`src/rtl/bs_arbtr_mb.sv`:
```
// Multi-bus packet arbiter: per bus, pick one pending driver, pop its head
// packet, then push it to the addressed driver or broadcast it to all others.
// Undeliverable packets (bad or self destination) are counted per bus.
module bs_arbtr_mb #(
  parameter int          bits      = 1,
  parameter int          drvrs     = 4,
  parameter int          pckg_sz   = 16,
  parameter logic [7:0]  broadcast = 8'hFF,
  parameter int          mode      = 0
) (
  input  logic                             clk,
  input  logic                             reset,
  input  logic [bits*drvrs-1:0]            pndng,
  input  logic [bits*drvrs*pckg_sz-1:0]    D_pop,
  output logic [bits*drvrs-1:0]            pop,
  output logic [bits*drvrs-1:0]            push,
  output logic [bits*pckg_sz-1:0]          D_push,
  output logic [bits-1:0]                  busy,
  output logic [bits*16-1:0]               drop_cnt
);

  localparam int IW = $clog2(drvrs);

  typedef enum logic [1:0] {IDLE, GRANT, XFER} state_t;

  for (genvar gi = 0; gi < bits; gi++) begin : g_bus
    state_t               state_q, state_d;
    logic [drvrs-1:0]     req;
    logic [drvrs-1:0]     pop_q, pop_d;
    logic [drvrs-1:0]     push_q, push_d;
    logic [pckg_sz-1:0]   pkt;
    logic [pckg_sz-1:0]   dpush_q, dpush_d;
    logic [7:0]           dest;
    logic                 busy_q, busy_d;
    logic [15:0]          drop_q, drop_d;
    logic [IW-1:0]        last_q, last_d;
    logic [IW-1:0]        win_q, win_d;
    logic [IW-1:0]        sel;
    logic                 found;

    assign req  = pndng[gi*drvrs +: drvrs];
    assign pkt  = D_pop[(gi*drvrs + int'(win_q))*pckg_sz +: pckg_sz];
    assign dest = pkt[pckg_sz-1 -: 8];

    // Winner selection: rotating scan after last grant, or lowest index.
    always_comb begin
      sel   = '0;
      found = 1'b0;
      if (mode == 0) begin
        for (int i = 1; i <= drvrs; i++) begin
          if (!found && req[(int'(last_q) + i) % drvrs]) begin
            found = 1'b1;
            sel   = IW'((int'(last_q) + i) % drvrs);
          end
        end
      end else begin
        for (int i = 0; i < drvrs; i++) begin
          if (!found && req[i]) begin
            found = 1'b1;
            sel   = IW'(i);
          end
        end
      end
    end

    // Next-state and registered-output computation for this bus.
    always_comb begin
      state_d = state_q;
      pop_d   = '0;
      push_d  = '0;
      busy_d  = busy_q;
      dpush_d = dpush_q;
      drop_d  = drop_q;
      last_d  = last_q;
      win_d   = win_q;
      case (state_q)
        IDLE: begin
          busy_d = 1'b0;
          if (|req) begin
            win_d      = sel;
            pop_d[sel] = 1'b1;
            busy_d     = 1'b1;
            state_d    = GRANT;
          end
        end
        GRANT: begin
          dpush_d = pkt;
          if (mode == 0) last_d = win_q;
          busy_d  = 1'b1;
          state_d = XFER;
          // Broadcast is checked first so it wins even if it aliases a driver ID.
          if (dest == broadcast) begin
            push_d        = '1;
            push_d[win_q] = 1'b0;
          end else if (int'(dest) < drvrs && int'(dest) != int'(win_q)) begin
            push_d[dest[IW-1:0]] = 1'b1;
          end else if (drop_q != 16'hFFFF) begin
            drop_d = drop_q + 16'd1;
          end
        end
        XFER: begin
          busy_d  = 1'b0;
          state_d = IDLE;
        end
        default: begin
          busy_d  = 1'b0;
          state_d = IDLE;
        end
      endcase
    end

    // State and output registers; reset is asynchronous.
    always_ff @(posedge clk or posedge reset) begin
      if (reset) begin
        state_q <= IDLE;
        pop_q   <= '0;
        push_q  <= '0;
        dpush_q <= '0;
        busy_q  <= 1'b0;
        drop_q  <= '0;
        last_q  <= IW'(drvrs - 1);
        win_q   <= '0;
      end else begin
        state_q <= state_d;
        pop_q   <= pop_d;
        push_q  <= push_d;
        dpush_q <= dpush_d;
        busy_q  <= busy_d;
        drop_q  <= drop_d;
        last_q  <= last_d;
        win_q   <= win_d;
      end
    end

    assign pop[gi*drvrs +: drvrs]        = pop_q;
    assign push[gi*drvrs +: drvrs]       = push_q;
    assign D_push[gi*pckg_sz +: pckg_sz] = dpush_q;
    assign busy[gi]                      = busy_q;
    assign drop_cnt[gi*16 +: 16]         = drop_q;
  end

endmodule

```
`config.mk`:
```
export PLATFORM = sky130hd
export DESIGN_NAME = bs_arbtr_mb
export DESIGN_NICKNAME = d
export VERILOG_FILES = /design/src/rtl/bs_arbtr_mb.sv
export SDC_FILE = /design/constraint.sdc
export NUM_CORES = 1
export LEC_CHECK = 0
export CORE_MARGIN = 2
export CORE_UTILIZATION = 46
export DETAILED_ROUTE_END_ITERATION = 10
export PLACE_DENSITY_LB_ADDON = 0.1
export SLEW_MARGIN = 20
export SYNTH_ARGS = -nofsm -noshare
export SYNTH_HDL_FRONTEND = slang
export SYNTH_SLANG_ARGS = --single-unit
```
`constraint.sdc`:
```
create_clock -name clk -period 3.9 [get_ports clk]
set_input_delay 0.78 -clock clk [delete_from_list [all_inputs] [get_ports clk]]
set_output_delay 0.78 -clock clk [all_outputs]
set_load 0.05 [all_outputs]
```
==> run_results.csv <==
group,metric,value,unit
status,status,"completed",
detailed_routing,wl_per_cell,13.7,microns
clock_tree,cts_buffers,5,
clock_tree,clock_sinks,47,
worst_setup_path,required,4.09,ns
global_route,grt_use_met1,0.243,
floorplanning,die_area,0.00615,sq mm
layout,stdcell_area,0.00375,sq mm
layout,antenna_cells,0,
clock_tree,clkTransAtPathRegs,0.08,ns
timing,setup-tns-final,0,ns
hold_path,hold_path.class,"reg2reg",
worst_setup_path,start_kind,"input pin",
logic_synthesis,synth_seq_area_share,0.463,
power_and_ir_drop,power_density,723,mW/mm^2
timing,timing_hold_violations_final,0,
logic_synthesis,ys.warnings.count,0,
floorplanning,dieWidth,78.4,microns
clock_tree,cts_hold_buffers,0,
detailed_routing,drt-total-wl,5590,microns
clock_tree,post_cts_resized,0,
timing,setup_violations,0,
worst_setup_path,end_kind,"flip-flop",
placed_design,placed_cells,401,
logic_synthesis,ys_top_cells_by_count,"nand2_1, dfrtp_1, mux4_2",
logic_synthesis,synthFlopType,"dfrtp_1",
power_and_ir_drop,p_leak,1.56,nW
power_and_ir_drop,ir_drop,314,uV
floorplanning,ios,111,
placed_design,placed_area,0.00363,sq mm
timing,tightest_slew,0.962,ns
floorplanning,dieHeight,78.4,microns
flow_run,cap_violations,0,
clock_tree,post_cts_buffers,0,
timing,rsz0062_at_grt,"no",
logic_synthesis,synthMostInstantiatedCell,"nand2_1",
global_route,gr-total-overflow,0,
timing,slew_viol_final,0,
global_route,grt_max_degree,48,
worst_setup_path,rr_startpoint,"g_bus[0].win_q[0]$_DFFE_PP0P_",
timing,timing.fmax,347,MHz
worst_setup_path,startpoint,"D_pop[57]",
worst_setup_path,reg2reg_depth,6,
worst_setup_path,endpoint,"drop_cnt[14]$_DFFE_PP0P_",
placed_design,portBuffers,110,
logic_synthesis,syn_inst,229,
clock_tree,cts_tree,"done",
placed_design,dp_hpwl,4260,microns
logic_synthesis,ys_ff_latch,47,
worst_setup_path,reg2reg_to,"drop_cnt[14]$_DFFE_PP0P_",
layout,area_growth,47.2,%
floorplanning,start_util,0.468,
logic_synthesis,async_reset_ff_frac,1.00,
timing,min_period,2.88,ns
timing,hold_ws,0.479,ns
logic_synthesis,yosys-top-cells-area,"dfrtp_1, mux4_2, nand2_1",
global_route,met3_usage,0.0517,
worst_setup_path,rrSetupSlack,1.05,ns
detailed_routing,drtIter0Drc,109,
timing,slew_headroom,0.357,
logic_synthesis,synth_edf_count,0,
worst_setup_path,worst-setup-path-type,"in2reg",
layout,fill_cells,436,
clock_tree,clock_latency,0.30,ns
global_route,grt_pass1_wl,9440,microns
detailed_routing,drcViolationCount,0,
global_route,antenna_found_initial,0,
timing,skew,0.00975,ns
worst_setup_path,cp.arrival,3.07,ns
global_route,use_met2,0.321,
floorplanning,core,0.00544,sq mm
timing,min_period_over_period,0.739,
clock_tree,clock-root-buffer,"clkbuf_8",
detailed_routing,vias,2151,
worst_setup_path,crit_path_max_fanout,16,
global_route,busiest_layer,"met2",
logic_synthesis,yosysUniqueCellTypes,47,
layout,nets,407,
layout,drive_above_1_share,0.131,
floorplanning,core.rowCount,27,
logic_synthesis,yosys.area.top_type,"dfrtp_1",
global_route,first_global_vias,2121,
power_and_ir_drop,power,2.71,mW
logic_synthesis,syn-num-nets,300,
logic_synthesis,yosysTopAreaCellShare,0.442,
detailed_routing,drt_pass1_iterations,4,
clock_tree,htreeDepth,2,
detailed_routing,ant_nets,0,
detailed_routing,routed_via_density,5.26,
clock_tree,clock_path_buffers,2,
placed_design,gp_congestion,0.818,
layout,layout.cells.non_filler,409,
global_route,track_usage,0.194,
logic_synthesis,avgSynthCellArea,11.1,sq um
logic_synthesis,synth_area,0.00255,sq mm
## area by class of cell
| class | instances | area, sq um | area share |
|---|---|---|---|
| timing repair buffer | 113 | 1120 | 0.300 |
| multi-input combinational | 159 | 1190 | 0.317 |
| clock buffer | 5 | 68.8 | 0.0184 |
| sequential | 47 | 1180 | 0.314 |
| clock inverter | 3 | 46.3 | 0.0123 |
| tap | 72 | 90.1 | 0.0240 |
| inverter | 10 | 51.3 | 0.0137 |
## critical path: stages
cell	delay, ns
clkdlybuf4s50_1	0.42
mux4_2	0.56
nand4_1	0.15
nor2_1	0.09
and3b_1	0.70
nand4_1	0.20
xnor2_1	0.16
## cell usage in the layout, fill, tap and decap left out, types with 2 or more instances in the layout
cell,count
buf_4,3
nor3_1,3
xnor2_1,14
inv_2,2
dfstp_2,2
nand4_1,9
mux4_2,16
clkbuf_8,5
inv_1,7
nand2b_1,2
a21oi_1,4
and3_1,4
nand3_2,8
nand2_1,53
nor2_1,12
a311oi_1,2
o21ai_1,5
clkdlybuf4s50_1,110
dfrtp_1,45
o21ai_0,3
nor4_1,2
## worst min-delay path by stage
stage	depth (start not counted)	slack [ns]	end	start
after floorplan	1	0.43	busy$_DFF_PP0_	g_bus[0].state_q[1]$_DFFE_PP0P_
after global placement	2	0.46	D_push[7]$_DFFE_PP0P_	D_push[7]$_DFFE_PP0P_
after detailed placement	1	0.46	busy$_DFF_PP0_	g_bus[0].state_q[1]$_DFFE_PP0P_
after CTS	2	0.48	D_push[12]$_DFFE_PP0P_	D_push[12]$_DFFE_PP0P_
after global routing	2	0.51	D_push[10]$_DFFE_PP0P_	D_push[10]$_DFFE_PP0P_
final	2	0.48	D_push[10]$_DFFE_PP0P_	D_push[10]$_DFFE_PP0P_
## where the power goes
part | switching [mW] | internal [mW]
logic | 0.935 | 0.601
clock network | 0.168 | 0.193
registers | 0.155 | 0.657
total | 1.26 | 1.45
## kinds of logic (layout without fill, tap and decap cells)
logic type	count (synthesis)	count (layout)	share of synthesized area
simple gates	103	103	0.204
compound gates	23	23	0.0589
buf+inv	23	131	0.0702
xor+xnor	15	15	0.0516
flops	47	47	0.463
fa+ha+maj	1	1	0.00491
mux	17	17	0.147
## metal layers
metal | wire [microns] | share of wire
met1 | 2330 | 0.42
met2 | 2740 | 0.49
met3 | 416 | 0.074
met4 | 95 | 0.017
met5 | 0 | 0
## per-stage QoR
step	utilization	setup WS (ns)
final	0.689	1.02
after global routing	0.689	0.788
after CTS	0.689	1.02
after detailed placement	0.668	0.688
after global placement	0.668	0.760
after floorplan	-	1.46
## flip-flops by register name (all words and copies together), names as in the netlist
signal	count
D_push	16
drop_cnt	16
pop	4
push	4
g_bus.last_q	2
g_bus.state_q	2
g_bus.win_q	2
busy	1
Power figures use the tool's default switching activity.
